**config.mk**
```make
export PLATFORM = sky130hd
export DESIGN_NAME = ov5640_cfg_sequencer
export DESIGN_NICKNAME = d
export VERILOG_FILES = /design/src/rtl/ov5640_cfg_pkg.sv /design/src/rtl/cfg_delay_timer.sv /design/src/rtl/ov5640_cfg_sequencer.sv
export SDC_FILE = /design/constraint.sdc
export NUM_CORES = 1
export LEC_CHECK = 0
export ABC_CLOCK_PERIOD_IN_PS = 9000
export CORE_MARGIN = 1.5
export CORE_UTILIZATION = 55
export DETAILED_ROUTE_END_ITERATION = 8
export PLACE_DENSITY = 0.81
export SYNTH_ARGS = -nofsm -noshare
export SYNTH_HDL_FRONTEND = slang
export SYNTH_SLANG_ARGS = --single-unit
```
**constraint.sdc**
```tcl
create_clock -name clk -period 9 [get_ports clk]
set_input_delay 1.8 -clock clk [delete_from_list [all_inputs] [get_ports clk]]
set_output_delay 1.8 -clock clk [all_outputs]
set_load 0.05 [all_outputs]
```
**src/rtl/ov5640_cfg_pkg.sv**
```systemverilog
// rtl/ov5640_cfg_pkg.sv - shared types for the OV5640 init sequencer; OV5640_CFG_READBACK_EN adds the READBACK state
package ov5640_cfg_pkg;

   localparam logic [15:0] CFG_DELAY_MARKER = 16'hFFFF;

   typedef enum logic [3:0] {
      ST_IDLE     = 4'd0,
      ST_PWRUP    = 4'd1,
      ST_FETCH    = 4'd2,
      ST_DECODE   = 4'd3,
      ST_WRITE    = 4'd4,
      ST_DELAY    = 4'd5,
      ST_NEXT     = 4'd6,
      ST_DONE     = 4'd7,
`ifdef OV5640_CFG_READBACK_EN
      ST_FAIL     = 4'd8,
      ST_READBACK = 4'd9
`else
      ST_FAIL     = 4'd8
`endif
   } cfg_state_e;

   typedef struct packed {
      logic [15:0] sub_addr;
      logic [7:0]  data;
   } cfg_entry_t;

   function automatic logic is_delay_entry(input cfg_entry_t e);
      return e.sub_addr == CFG_DELAY_MARKER;
   endfunction

endpackage

```
**src/rtl/cfg_delay_timer.sv**
```systemverilog
// rtl/cfg_delay_timer.sv - loadable down-counter shared by power-up wait and table delay entries
module cfg_delay_timer (
   input  logic        clk_i,
   input  logic        rst_ni,
   input  logic        load_i,
   input  logic [31:0] count_i,
   output logic        expired_o
);

   logic [31:0] count_q;

   // A loaded value N keeps expired_o low for N cycles, then holds at zero.
   always_ff @(posedge clk_i or negedge rst_ni) begin
      if (!rst_ni) begin
         count_q <= '0;
      end else if (load_i) begin
         count_q <= count_i;
      end else if (count_q != 32'd0) begin
         count_q <= count_q - 32'd1;
      end
   end

   assign expired_o = (count_q == 32'd0);

endmodule

```
**src/rtl/ov5640_cfg_sequencer.sv**
```systemverilog
// rtl/ov5640_cfg_sequencer.sv - walks an init table into SCCB writes with delays and retries
// OV5640_CFG_READBACK_EN: verify each write with an SCCB read of the same register
module ov5640_cfg_sequencer
   import ov5640_cfg_pkg::*;
#(
   parameter int         TABLE_LEN      = 256,
   parameter logic [7:0] DEVICE_ADDR    = 8'h78,
   parameter int         POWERUP_CYCLES = 20_000_000,
   parameter int         DELAY_UNIT     = 50_000,
   parameter int         MAX_RETRY      = 3
) (
   input  logic        clk,
   input  logic        rest_n,
   input  logic        start,
   output logic [9:0]  rom_addr,
   input  logic [23:0] rom_data,
   output logic [7:0]  sccb_device_addr,
   output logic [15:0] sccb_sub_addr,
   output logic        sccb_read,
   output logic        sccb_write,
   output logic [7:0]  sccb_write_data,
   input  logic        sccb_request_done,
   input  logic [7:0]  sccb_read_data,
   input  logic        sccb_resp_valid,
   input  logic        sccb_error,
   output logic        busy,
   output logic        cfg_done,
   output logic        cfg_error,
   output logic [9:0]  fail_index
);

   localparam int          RW          = (MAX_RETRY < 1) ? 1 : $clog2(MAX_RETRY + 1);
   localparam logic [RW-1:0] RETRY_LIMIT = RW'(MAX_RETRY);
   localparam logic [9:0]  LAST_IDX    = 10'(TABLE_LEN - 1);
   localparam logic [31:0] PWRUP_LOAD  = (POWERUP_CYCLES > 0) ? 32'(POWERUP_CYCLES - 1) : 32'd0;

   cfg_state_e      state_q;
   logic [9:0]      idx_q;
   logic [RW-1:0]   retry_q;
   cfg_entry_t      entry_q;
   logic [7:0]      dev_q;
   logic            wr_q;
   logic            busy_q;
   logic            done_q;
   logic            err_q;
   logic [9:0]      fail_idx_q;

   cfg_entry_t      rom_entry;
   logic [31:0]     delay_cycles;
   logic            start_ok;
   logic            tmr_load_d;
   logic [31:0]     tmr_count_d;
   logic            tmr_expired;
   logic            attempt_done;
   logic            attempt_fail;
   cfg_state_e      after_ok;

   assign rom_entry    = rom_data;
   assign delay_cycles = 32'(rom_entry.data) * 32'(DELAY_UNIT);
   assign start_ok     = start && (state_q == ST_IDLE || state_q == ST_DONE || state_q == ST_FAIL);

   // The timer is loaded one cycle early so the state it gates lasts exactly the requested count.
   always_comb begin
      tmr_load_d  = 1'b0;
      tmr_count_d = 32'd0;
      if (start_ok) begin
         tmr_load_d  = 1'b1;
         tmr_count_d = PWRUP_LOAD;
      end else if (state_q == ST_DECODE && is_delay_entry(rom_entry)) begin
         tmr_load_d  = 1'b1;
         tmr_count_d = (delay_cycles == 32'd0) ? 32'd0 : delay_cycles - 32'd1;
      end
   end

   cfg_delay_timer u_timer (
      .clk_i     (clk),
      .rst_ni    (rest_n),
      .load_i    (tmr_load_d),
      .count_i   (tmr_count_d),
      .expired_o (tmr_expired)
   );

`ifdef OV5640_CFG_READBACK_EN
   logic rd_q;
   logic rb_armed_q;
   logic rb_match_q;
   logic rb_ok_now;

   assign rb_ok_now    = sccb_resp_valid ? (sccb_read_data == entry_q.data) : rb_match_q;
   assign attempt_done = sccb_request_done &&
                         (state_q == ST_WRITE || (state_q == ST_READBACK && rb_armed_q));
   assign attempt_fail = sccb_error || (state_q == ST_READBACK && !rb_ok_now);
   assign after_ok     = (state_q == ST_WRITE) ? ST_READBACK : ST_NEXT;
   assign sccb_read    = rd_q;
`else
   logic unused_rb;

   assign attempt_done = sccb_request_done && state_q == ST_WRITE;
   assign attempt_fail = sccb_error;
   assign after_ok     = ST_NEXT;
   assign sccb_read    = 1'b0;
   assign unused_rb    = ^{sccb_read_data, sccb_resp_valid};
`endif

   always_ff @(posedge clk or negedge rest_n) begin
      if (!rest_n) begin
         state_q    <= ST_IDLE;
         idx_q      <= '0;
         retry_q    <= '0;
         entry_q    <= '0;
         dev_q      <= '0;
         wr_q       <= 1'b0;
         busy_q     <= 1'b0;
         done_q     <= 1'b0;
         err_q      <= 1'b0;
         fail_idx_q <= '0;
`ifdef OV5640_CFG_READBACK_EN
         rd_q       <= 1'b0;
         rb_armed_q <= 1'b0;
         rb_match_q <= 1'b0;
`endif
      end else if (attempt_done) begin
         wr_q <= 1'b0;
`ifdef OV5640_CFG_READBACK_EN
         rd_q       <= 1'b0;
         rb_armed_q <= 1'b0;
`endif
         if (!attempt_fail) begin
            state_q <= after_ok;
         end else if (retry_q == RETRY_LIMIT) begin
            state_q    <= ST_FAIL;
            busy_q     <= 1'b0;
            err_q      <= 1'b1;
            fail_idx_q <= idx_q;
         end else begin
            // Going back through FETCH guarantees a request-free cycle before the reissue.
            retry_q <= retry_q + RW'(1);
            state_q <= ST_FETCH;
         end
      end else begin
         case (state_q)
            ST_IDLE, ST_DONE, ST_FAIL: begin
               if (start) begin
                  state_q    <= ST_PWRUP;
                  busy_q     <= 1'b1;
                  done_q     <= 1'b0;
                  err_q      <= 1'b0;
                  fail_idx_q <= '0;
                  idx_q      <= '0;
                  retry_q    <= '0;
               end
            end
            ST_PWRUP: begin
               if (tmr_expired) state_q <= ST_FETCH;
            end
            ST_FETCH: begin
               state_q <= ST_DECODE;
            end
            ST_DECODE: begin
               entry_q <= rom_entry;
               if (is_delay_entry(rom_entry)) begin
                  state_q <= ST_DELAY;
               end else begin
                  state_q <= ST_WRITE;
                  wr_q    <= 1'b1;
                  dev_q   <= DEVICE_ADDR;
               end
            end
            ST_WRITE: begin
               state_q <= ST_WRITE;
            end
`ifdef OV5640_CFG_READBACK_EN
            ST_READBACK: begin
               // First cycle stays quiet so the read never follows request_done directly.
               if (!rb_armed_q) begin
                  rb_armed_q <= 1'b1;
                  rd_q       <= 1'b1;
                  rb_match_q <= 1'b0;
               end else if (sccb_resp_valid) begin
                  rb_match_q <= (sccb_read_data == entry_q.data);
               end
            end
`endif
            ST_DELAY: begin
               if (tmr_expired) state_q <= ST_NEXT;
            end
            ST_NEXT: begin
               retry_q <= '0;
               if (idx_q == LAST_IDX) begin
                  state_q <= ST_DONE;
                  busy_q  <= 1'b0;
                  done_q  <= 1'b1;
               end else begin
                  idx_q   <= idx_q + 10'd1;
                  state_q <= ST_FETCH;
               end
            end
            default: begin
               state_q <= ST_IDLE;
            end
         endcase
      end
   end

   assign rom_addr         = idx_q;
   assign sccb_device_addr = dev_q;
   assign sccb_sub_addr    = entry_q.sub_addr;
   assign sccb_write_data  = entry_q.data;
   assign sccb_write       = wr_q;
   assign busy             = busy_q;
   assign cfg_done         = done_q;
   assign cfg_error        = err_q;
   assign fail_index       = fail_idx_q;

endmodule

```
After elaboration in Yosys (flattened, before gate mapping)
Index checks and enable logic that the tools add are counted.
- flip-flop bits (word level): 87
- bits of input ports: 38
- output and inout bits: 57
- $add $sub $neg: 4
- $mul: 1
- equal/unequal tests: 22
- multiplexer cells: 44
- bitwise logic cells: 2
- reductions and logical operators: 25
- operator list (operator ; number):
    $mux 32 ; 5
    $logic_not 32->1 ; 2
    $mux 10 ; 6
    $reduce_bool 32->1 ; 1
    $sub 32x1->32 const B ; 1
    $pmux 4 s7 ; 1
    $sub 24x1->25 const B ; 1
    $mux 4 ; 6
    $mul 8x12->20 const B ; 1
    $pmux 10 s2 ; 1
    $mux 1 ; 17
    $eq 16x16->1 const B ; 1
    $eq 4x3->1 const B ; 4
    $reduce_and 4->1 ; 4
    $ne 2x2->1 const B ; 6
    $ne 3x3->1 const B ; 4
    $add 10x1->10 const B ; 1
    $eq 10x8->1 const B ; 1
    $reduce_bool 2->1 ; 5
    $eq 4x2->1 const B ; 2
    $mux 2 ; 4
    $reduce_and 3->1 ; 2
    $reduce_and 5->1 ; 1
    $eq 4x1->1 const B ; 1
    other kinds (14) ; 20

Longest topological paths before layout
Gate-level depths: netlist of the first run.
- depth in word-level cells: 6
- gate-level depth with buffers: 17
- depth with buffers taken out: 15

By module
A second synthesis of the first run with hierarchy kept.
- cells, all modules: 693
- area total of the unflattened synthesis: 6512.5 sq um
- by module, submodules not included (module ; instances ; cells each ; area each (sq um)):
    ov5640_cfg_sequencer ; 1 ; 484 ; 4619.4
    cfg_delay_timer ; 1 ; 209 ; 1893.1

Worst setup path before layout of the first run
No wires, ideal clock.
- path type: input -> register
- start point: input rom_data[2]
- end point: register u_timer.count_q[23]
- setup time: 0.066 ns
- arrival: 6.326 ns
- required time: 8.934 ns
- slack: 2.608 ns
- stages on the path: 15
- buffers on the path: 0
- cells stage by stage: ha_1 ha_1 inv_1 fa_1 inv_1 fa_1 ha_1 and3_2 a221o_1 a221oi_2 xnor2_1 or4_4 or4_4 or4_4 nand3_2
- word-level cells in the longest chain between the ends: 6
- elaborated cells between the ends (all ways): 7
- those cells by class: 1 x add/sub; 1 x mul; 4 x mux; 1 x reduce/logical
- RTL lines (what ; RTL line ; RTL):
    from (decl) ; ov5640_cfg_sequencer.sv:16 ; input logic [23:0] rom_data,
    $mul 8x12->20 (*) ; ov5640_cfg_sequencer.sv:59 ; assign delay_cycles = 32'(rom_entry.data) * 32'(DELAY_UNIT);
    $sub 24x1->25 or $logic_not 32->1 (tied branches) ; ov5640_cfg_sequencer.sv:71 ; tmr_count_d = (delay_cycles == 32'd0) ? 32'd0 : delay_cycles - 32'd1;
    $mux 32 (*) ; ov5640_cfg_sequencer.sv:71 ;
    $mux 32 (*) ; ov5640_cfg_sequencer.sv:69 ; end else if (state_q == ST_DECODE && is_delay_entry(rom_entry)) begin
    $mux 32 (*) ; ov5640_cfg_sequencer.sv:66 ; if (start_ok) begin
    $mux 32 (*) ; cfg_delay_timer.sv:16 ; end else if (load_i) begin
    to (signal assigned) ; cfg_delay_timer.sv:17 ; count_q <= count_i;
    to (signal assigned) ; cfg_delay_timer.sv:19 ; count_q <= count_q - 32'd1;
    to (decl) ; cfg_delay_timer.sv:10 ; logic [31:0] count_q;
Mark *: on every way between the ends. The rest lies on a longest branch, timed or not.
A chain may end at the register's enable or synchronous reset.

Final worst setup path of the first run
- start point: input rom_data[2]
- end point: register u_timer.count_q[10]
The elaborated chain is that of the path after synthesis.

==> results of run 1 <==
-- synth_stat cells, types with 10 or more instances --
library cell,instances,area (um^2)
inv_1,17,63.8
dfrtp_1,87,2180
a21oi_1,24,120
nand2_1,46,173
nand3_1,28,140
fa_1,12,240
nor3_1,15,75.1
xnor2_1,36,315
nor2_1,41,154
nand4_1,12,75.1
nor4_1,14,87.6
clkbuf_1,13,48.8
o21ai_0,15,75.1
xor2_1,26,228
a21o_1,10,75.1
ha_1,57,713
mux2_2,25,282
-- layout by cell type, fill, tap and decap left out, drive strengths merged, types with 14 or more instances in the layout --
cell / synthesis / routed
ha: 57 / 57
inv: 17 / 19
clkdlybuf4s50: 0 / 79
nand3: 29 / 29
o21ai: 19 / 19
xor2: 26 / 26
nor3: 16 / 16
a21oi: 24 / 24
nand2: 46 / 46
mux2: 25 / 25
xnor2: 36 / 36
dfrtp: 87 / 87
nor2: 41 / 41
nor4: 14 / 14
-- through the flow --
| stage | setup WS, ns | cell area [um^2] | utilization | hold slack (ns) | std cells |
|---|---|---|---|---|---|
| final | 1.88 | 7070 | 0.676 | 0.492 | 820 |
| after global routing | 1.65 | 7070 | 0.676 | 0.524 | 820 |
| after CTS | 1.90 | 7070 | 0.676 | 0.502 | 820 |
| after floorplan | 2.61 | 6000 | - | 0.476 | 609 |
| after global placement | 1.60 | 6880 | 0.658 | 0.461 | 804 |
| after detailed placement | 1.50 | 6880 | 0.658 | 0.481 | 804 |
-- cell type report --
type                       instances  area, um^2
timing repair buffer              84         828
multi-input combinational        480        3640
sequential                        87        2180
clock inverter                     6        55.1
clock buffer                      10         138
fill                             829        3390
tap                              136         170
inverter                          17        63.8
-- critical path, stage by stage --
cell and delay (ns):
clkdlybuf4s50_1 0.53, ha_1 0.38, ha_1 0.28, inv_1 0.05, fa_1 0.50, inv_1 0.06
fa_1 0.48, ha_1 0.36, and3_2 0.22, a221o_1 0.40, a221oi_2 0.33, xnor2_1 0.15
or4_4 0.46, or4_4 0.58, o21ai_1 0.30, buf_4 0.29, o221ai_1 0.15
-- worst paths after layout --
path	start	end	cells after the start
worst max-delay path	rom_data[2]	u_timer.count_q[10]	17
worst max register to register	u_timer.count_q[11]	state_q[2]	7
worst min register to register	sccb_write	sccb_write	1
max in group asynchronous	rest_n	sccb_sub_addr[4]	2
min in group asynchronous	rest_n	u_timer.count_q[25]	1
worst min-delay path	sccb_write	sccb_write	1
-- registers in the layout (all words and copies together), names as in the netlist --
name,cells
busy,1
cfg_done,1
cfg_error,1
fail_index,10
retry_q,2
rom_addr,10
sccb_device_addr,1
sccb_sub_addr,16
sccb_write,1
sccb_write_data,8
state_q,4
u_timer.count_q,32
-- cell families (layout without fill, tap and decap cells) --
logic type | count (synthesis) | after routing | synth area share
other | 1 | 5 | 0.000626
AOI/OAI and AO/OA | 103 | 103 | 0.115
muxes | 27 | 27 | 0.0504
adders and majority gates | 69 | 69 | 0.159
xor gates and xnor gates | 62 | 62 | 0.0907
buffers and inverters | 42 | 117 | 0.0322
and+or+nand+nor | 214 | 214 | 0.188
DFF | 87 | 87 | 0.364
-- layer usage --
| layer | track usage | part of all wire | vias up |
|---|---|---|---|
| li1 | - | - | 2336 |
| met1 | 0.325 | 0.44 | 2417 |
| met2 | 0.435 | 0.51 | 136 |
| met3 | 0.0581 | 0.052 | 7 |
| met4 | 0.0508 | 0.0044 | 0 |
| met5 | 0 | 0 | - |
-- where the power goes --
part           internal [mW]  total [mW]  switching, mW
Clock                  0.112       0.267          0.155
Combinational          0.414        1.06          0.645
Sequential             0.481       0.562         0.0809
==> reports/qor.yml, run 1 <==
place_congestion: 0.894
drt_wl_total_um: 13800
tightest_slew_ns: 0.859
ys_types: 59
drive_gt1_frac: 0.0877
grt-ovfl-total: 0
wire_per_inst_um: 16.8
worst-setup-path-type: "in -> reg"
finalSetupViolCount: 0
reg2reg_setup_slack_ns: 5.19
required_ns: 9.23
die_x_um: 107
ys_async_sr_fraction: 1.00
min_period_over_period: 0.791
yosys_register_bits: 87
crit_fanout: 17
slew_viol_final: 0
track_usage: 0.252
vias: 4896
final_antenna_net_count: 0
cts_inserted_buffers: 9
core_um2: 10500
start_kind: "input port"
fmax_mhz: 140
portBuffers: 80
post_cts_buffers: 0
route.detailed.drc: 0
clockRootBuffer: "clkbuf_8"
diodes: 0
synth_area_um2: 5990
dieArea_um2: 11500
fp-row-count: 37
grt_pass1_wl_um: 23400
finalSetupTns_ns: 0
slew_headroom: 0.420
synthFlopType: "dfrtp_1"
antenna_found_initial: 0
syn2layout_area_growth_pct: 18.1
ys_seq_area_frac: 0.364
max-cap-violations: 0
status: "finished clean"
rsz0062_at_grt: "false"
fin_nets: 786
yosys_warnings: 0
powerDensity_nw_per_um2: 267
vias_per_cell: 5.97
drt-pass1-iter-count: 5
hold_viol: 0
grt_pass1_vias: 4942
hold_class: "reg -> reg"
clock_latency_ns: 0.37
avgSynthCellArea_um2: 9.90
dp_hpwl_um: 10500
cts_buffer_depth: 2
synthesis.instances: 605
cts_tree: "built"
crit_arrival_ns: 7.35
cts.sinks: 87
post_cts_resized: 0
start_util: 0.572
layout_min_cycle_time_ns: 7.12
htree_levels: 3
total_power_mw: 1.89
cp-end-kind: "register"
drt_iter0_markers: 338
synth-edff-count: 0
io_pins: 95
clk_pin_slew_ns: 0.09
die_h_um: 107
grt_max_degree: 55
peakVddDrop_uv: 260
cts_hold_buffers: 0
skew_ns: 0.0141
power.leakage_nw: 3.08
(Power assumes the default switching activity.)
==> inputs of run 2 (changes only) <==
ABC_CLOCK_PERIOD_IN_PS = 6000   (was 9000)
CORE_UTILIZATION = 50   (was 55)
PLACE_DENSITY = 0.77   (was 0.81)
clock period = 6 ns   (was 9 ns; I/O delays follow)
==> run 2 against run 1 <==
Compared with the run above:
- sequential power up 51%
- largest power group unchanged
- register-to-register slack worse by 2.9 ns
- clock power up 120%
- first-iteration DRC count down 20%
- utilization down 0.72 points
- combinational power up 70%
- largest cell class unchanged
- the run now ends with DRC left
- setup slack worse by 1.7 ns
- clock skew down 0.0090 ns
==> reports/qor.yml, run 2 (synthesized netlist as in run 1, its figures left out) <==
combPwrFrac: 0.558  # was 0.561
required_ns: 6.29  # was 9.23 ns
cts.sinks: 87  # unchanged
cp-end-kind: "register"  # unchanged
finalSetupTns_ns: 0  # unchanged
hold_class: "reg -> reg"  # unchanged
crit_chain: "dlygate4sd2_1 > ha_4 > ha_1 > inv_1 > fa_1 > inv_1 > fa_1 > ha_1 > and3_2 > a221o_1 > a221oi_2 > xnor2_1 > or4_4 > or4_4 > or4_4 > nand3_2"  # was clkdlybuf4s50_1 > ha_1 > ha_1 > inv_1 > fa_1 > inv_1 > fa_1 > ha_1 > and3_2 > a221o_1 > a221oi_2 > xnor2_1 > or4_4 > or4_4 > o21ai_1 > buf_4 > o221ai_1
vias_per_cell: 5.81  # was 5.97
hold_viol: 0  # unchanged
powerDensity_nw_per_um2: 417  # was 267 nW/um^2
diodes: 0  # unchanged
status: "complete, but fails checks"  # was finished clean
start_kind: "input port"  # unchanged
crit_arrival_ns: 6.10  # was 7.35 ns
layout_min_cycle_time_ns: 5.81
crit_fanout: 4  # was 17
finalSetupViolCount: 0  # unchanged
pre_cts_slack_ns: -0.468  # was 1.50 ns
slew_headroom: 0.278  # was 0.420
io_pins: 95  # unchanged
largest_reg_flops: 32  # unchanged
top_usage_layer: "met2"  # unchanged
final_common_cell: "dfrtp_1"  # unchanged
clockRootBuffer: "clkbuf_16"  # was clkbuf_8
seq_area_um2: 2180  # unchanged
fin_nets: 848  # was 786
fmax_mhz: 172
total_power_mw: 3.23  # was 1.89 mW
intPower_mw: 1.86  # was 1.01 mW
slowest_delay_ns: 0.53  # was 0.58 ns
core_um2: 11600  # was 10500 um^2
max-cap-violations: 0  # unchanged
most-common-layout-cells: "87 x dfrtp_1, 74 x clkdlybuf4s50_1, 64 x buf_4"  # was 87 x dfrtp_1, 79 x clkdlybuf4s50_1, 57 x ha_1
drt_iter0_markers: 270  # was 338
place_congestion: 0.825  # was 0.894
dpl_cell_area_um2: 7310  # was 6880 um^2
grt_max_degree: 88  # was 55
worst-setup-path-type: "in -> reg"  # unchanged
htree_levels: 3  # unchanged
cp_num_buf_inv: 3  # was 4
portBuffers: 80  # unchanged
slew_viol_final: 0  # unchanged
cts_inserted_buffers: 9  # unchanged
drive_gt1_frac: 0.169  # was 0.0877
multi_input_area_um2: 3690  # was 3640 um^2
syn2layout_area_growth_pct: 29.2  # was 18.1%
fin_ws_ns: 0.186  # was 1.88 ns
power.leakage_nw: 3.48  # was 3.08 nW
cts_buffer_depth: 2  # unchanged
antenna_found_initial: 0  # unchanged
grt_pass1_vias: 5157  # was 4942
die_x_um: 112  # was 107 um
cts_tree: "built"  # unchanged
min_period_over_period: 0.969
vias: 5161  # was 4896
seqPwrFrac: 0.262  # was 0.298
failed_checks: "DRC"
fp-row-count: 39  # was 37
grt_pass1_wl_um: 24600  # was 23400 um
post-route-util: 0.669  # was 0.676
sw_frac_of_total: 0.424  # was 0.466
tightest_slew_ns: 1.08  # was 0.859 ns
die_h_um: 112  # was 107 um
grtUsageMet1: 0.297  # was 0.325
drt_wl_total_um: 14600  # was 13800 um
wire_per_inst_um: 16.4  # was 16.8 um
regMostFlops: "u_timer.count_q"  # unchanged
dieArea_um2: 12600  # was 11500 um^2
drt-pass1-iter-count: 9  # was 5
p_clk_frac: 0.179  # was 0.141
final_antenna_net_count: 0  # unchanged
track_usage: 0.243  # was 0.252
fillers: 901  # was 829
clk_pin_slew_ns: 0.06  # was 0.09 ns
dp_hpwl_um: 10900  # was 10500 um
skew_ns: 0.00508  # was 0.0141 ns
start_util: 0.518  # was 0.572
stdcell_area_um2: 7730  # was 7070 um^2
switching_power_mw: 1.37  # was 0.880 mW
gr-usage-met3: 0.0670  # was 0.0581
route.detailed.drc: 5  # was 0
cp_slowest_cell: "or4_4"  # unchanged
peakVddDrop_uv: 455  # was 260 uV
crit_family: "adder cells"  # unchanged
clock_latency_ns: 0.35  # was 0.37 ns
crit_top_cell: "or4_4"  # was ha_1
grt-ovfl-total: 0  # unchanged
grt_use_met2: 0.425  # was 0.435
==> run 2: layer usage <==
| metal | wire length [um] | vias to the layer above |
|---|---|---|
| met3 | 1040 | 14 |
| met4 | 181 | 0 |
| met5 | 0 | - |
| li1 | - | 2463 |
| met2 | 7420 | 196 |
| met1 | 5970 | 2488 |
==> run 2: power groups by stage <==
stage	logic (mW)	clock network (mW)	registers (mW)
after CTS	1.78	0.589	0.847
after detailed placement	1.76	0	0.851
after global routing	1.94	0.614	0.866
after floorplan	0.818	0	1.16
final	1.80	0.578	0.847
after global placement	1.71	0	0.840
==> run 2: final timing paths <==
check	from	to	slack, ns	cells after the start
setup / recovery	rom_data[4]	u_timer.count_q[23]	0.19	16
hold / removal	cfg_error	cfg_error	0.47	2
setup reg to reg	u_timer.count_q[11]	state_q[2]	2.26	7
hold reg to reg	cfg_error	cfg_error	0.47	2
max in group asynchronous	rest_n	sccb_write_data[0]	4.25	1
min in group asynchronous	rest_n	u_timer.count_q[26]	1.05	1
==> run 2: worst reg2reg max path, cell delays in order, from the launching register on <==
cell and delay [ns]:
dfrtp_1 0.42, or4_1 0.59, or4_1 0.51, nor3_2 0.47, nand4_1 0.66, a21oi_1 0.33, o32a_1 0.26, mux2_2 0.37
==> run 2: per-stage QoR <==
| stage | hold WS [ns] | std cells |
|---|---|---|
| 4_1_cts | 0.478 | 886 |
| 3_5_place_dp | 0.463 | 867 |
| 3_3_place_gp | 0.459 | 867 |
| 6_report | 0.471 | 889 |
| 2_1_floorplan | 0.476 | 609 |
| 5_1_grt | 0.506 | 889 |
==> run 2: cell type report <==
| type | instances | share of cell area |
|---|---|---|
| multi-input combinational | 480 | 0.477 |
| sequential | 87 | 0.281 |
| timing repair buffer | 146 | 0.170 |
| clock buffer | 12 | 0.0332 |
| tap | 143 | 0.0231 |
| inverter | 17 | 0.00825 |
| clock inverter | 4 | 0.00679 |
==> run 2: repair_timing <==
item / CTS / global route
gates resized for setup: 7 / 9
pin swaps: 3 / 6
hold buffers: 0 / 0
buffers inserted: 1 / 3
endpoints found under the setup margin: 21 / 24
cloned: 2 / 0
==> inputs of run 3 (changes only) <==
ABC_CLOCK_PERIOD_IN_PS = 5600   (was 6000)
CORE_UTILIZATION = 55   (was 50)
PLACE_DENSITY = 0.81   (was 0.77)
SETUP_SLACK_MARGIN = 0.5   (was not set)
clock period = 5.6 ns   (was 6 ns; I/O delays follow)
==> run 3 against run 2 <==
Compared with the run above:
- clock power down 21%
- count of clock-buffer cells in the layout down 3
- non-clock buffer count grew 19
- cell count rose by 1.3%
- the flow now finishes without violations
- critical path depth unchanged
- die area is 8.9% lower
- global-route usage is 5.0 points higher
- clock skew up 0.0078 ns
==> reports/qor.yml, run 3 (synthesized netlist as in run 1, its figures left out) <==
status: "finished clean"  # was complete, but fails checks
crit_arrival_ns: 5.62  # was 6.10 ns
fp-row-count: 37  # was 39
fmax_mhz: 188
grt_pass1_wl_um: 26500  # was 24600 um
place_congestion: 0.905  # was 0.825
track_usage: 0.293  # was 0.243
skew_ns: 0.0128  # was 0.00508 ns
cp-end-kind: "register"  # unchanged
portBuffers: 80  # unchanged
cts.sinks: 87  # unchanged
syn2layout_area_growth_pct: 35.8  # was 29.2%
cts_hold_buffers: 0  # unchanged
crit_chain: "buf_4 > ha_4 > fa_1 > fa_1 > ha_4 > ha_4 > and3_4 > a221o_1 > buf_6 > a21oi_4 > xnor2_2 > or4_4 > buf_4 > or4_4 > or4_4 > nand3_2"  # was dlygate4sd2_1 > ha_4 > ha_1 > inv_1 > fa_1 > inv_1 > fa_1 > ha_1 > and3_2 > a221o_1 > a221oi_2 > xnor2_1 > or4_4 > or4_4 > or4_4 > nand3_2
final_cells: 901  # was 889
fillers: 662  # was 901
peakVddDrop_uv: 439  # was 455 uV
rsz0062_at_grt: "true"
layout_min_cycle_time_ns: 5.31
grt-ovfl-total: 0  # unchanged
dieArea_um2: 11500  # was 12600 um^2
clock_latency_ns: 0.38  # was 0.35 ns
diodes: 0  # unchanged
slowest_delay_ns: 0.56  # was 0.53 ns
drive_gt1_frac: 0.243  # was 0.169
htree_levels: 3  # unchanged
r2r_end: "u_timer.count_q[23]"  # was state_q[2]
slew_viol_final: 0  # unchanged
final_antenna_net_count: 0  # unchanged
fin_nets: 867  # was 848
crit_cells: 16  # unchanged
tightest_slew_ns: 1.08  # about the same
core_um2: 10500  # was 11600 um^2
max-cap-violations: 0  # unchanged
grt_max_degree: 88  # unchanged
final_common_cell: "dfrtp_1"  # unchanged
cp_slowest_cell: "fa_1"  # was or4_4
vias: 5332  # was 5161
crit_family: "adder cells"  # unchanged
start_util: 0.572  # was 0.518
regMostFlops: "u_timer.count_q"  # unchanged
die_h_um: 107  # was 112 um
wire_per_inst_um: 18.3  # was 16.4 um
route.detailed.drc: 0  # was 5
slew_headroom: 0.281  # was 0.278
dp_hpwl_um: 11200  # was 10900 um
power.leakage_nw: 3.56  # was 3.48 nW
critPathLaunch: "rom_data[3]"  # was rom_data[4]
multi_input_area_um2: 4010  # was 3690 um^2
io_pins: 95  # unchanged
timing.hold.ws_ns: 0.488  # was 0.471 ns
r2r_start: "u_timer.count_q[11]"  # unchanged
largest_reg_flops: 32  # unchanged
drt-pass1-iter-count: 8  # was 9
antenna_found_initial: 0  # unchanged
drt_iter0_markers: 290  # was 270
clk_pin_slew_ns: 0.09  # was 0.06 ns
powerDensity_nw_per_um2: 430  # was 417 nW/um^2
most-common-layout-cells: "87 x dfrtp_1, 78 x buf_4, 71 x clkdlybuf4s50_1"  # was 87 x dfrtp_1, 74 x clkdlybuf4s50_1, 64 x buf_4
die_x_um: 107  # was 112 um
cp_num_buf_inv: 3  # unchanged
cts_tree: "built"  # unchanged
dp_cells: 873  # was 867
seq_area_um2: 2180  # unchanged
start_kind: "input port"  # unchanged
critPathCapture: "u_timer.count_q[23]"  # unchanged
min_period_over_period: 0.947
finalSetupViolCount: 0  # unchanged
reg2reg_depth: 7  # unchanged
crit_fanout: 4  # unchanged
drt_wl_total_um: 16500  # was 14600 um
grt_pass1_vias: 5554  # was 5157
cts_buffer_depth: 2  # unchanged
clockRootBuffer: "clkbuf_8"  # was clkbuf_16
hold_viol: 0  # unchanged
post-route-util: 0.777  # was 0.669
required_ns: 5.91  # was 6.29 ns
cts_inserted_buffers: 9  # unchanged
worst-setup-path-type: "in -> reg"  # unchanged
vias_per_cell: 5.92  # was 5.81
hold_class: "reg -> reg"  # unchanged
reg2reg_setup_slack_ns: 1.74  # was 2.26 ns
-- run 3: through the flow --
| stage | TNS [ns] | area [um^2] | worst slack, ns | total power, mW |
|---|---|---|---|---|
| 3_5_place_dp | -11.63 | 7560 | -0.537 | 2.90 |
| 2_1_floorplan | 0 | 6170 | 0.239 | 2.18 |
| 4_1_cts | 0 | 7970 | 0.207 | 3.40 |
| 6_report | 0 | 8130 | 0.295 | 3.50 |
| 5_1_grt | 0 | 8130 | 0.240 | 3.68 |
| 3_3_place_gp | -9.52 | 7560 | -0.445 | 2.83 |
-- run 3: cell type report --
type                            count  area share
Inverter                           17     0.00785
Clock inverter                      7     0.00939
Tap cell                          136      0.0209
Multi-Input combinational cell    480       0.493
Clock buffer                        9      0.0152
Sequential cell                    87       0.268
Timing Repair Buffer              165       0.186
-- run 3: metal layers --
layer  up-vias  track usage  part of all wire
met5         -            0                 0
met1      2576        0.346              0.39
met3        46       0.0708             0.058
met2       210        0.522              0.52
met4         0       0.0987             0.027
li1       2500            -                 -
-- run 3: worst min path at each step --
| stage | to | startpoint | depth (start not counted) | slack (ns) |
|---|---|---|---|---|
| after CTS | cfg_error | cfg_error | 2 | 0.50 |
| after global placement | cfg_error | cfg_error | 2 | 0.46 |
| after floorplan | retry_q[1] | retry_q[1] | 2 | 0.48 |
| after detailed placement | cfg_error | cfg_error | 2 | 0.47 |
| final | cfg_error | cfg_error | 2 | 0.49 |
| after global routing | sccb_write | sccb_write | 1 | 0.53 |
-- run 3: power breakdown --
group	internal (mW)	leakage [nW]	total, mW	switching [mW]
registers	0.773	1.08	0.908	0.135
logic	0.937	2.38	2.13	1.19
clock network	0.211	0.102	0.455	0.244
total	1.92	3.56	3.50	1.57
-- run 3: what timing repair did --
action                     4_1_cts  5_1_grt
setup endpoints to repair       24       24
resized for setup               49       24
buffers inserted                 7        2
pin swaps                       19       19
gates cloned                     2        1
-- run 3: tightest hold or removal path, stage by stage (launching register included) --
cell,delay [ns]
dfrtp_1,0.35
nand2_1,0.05
nand2_1,0.06
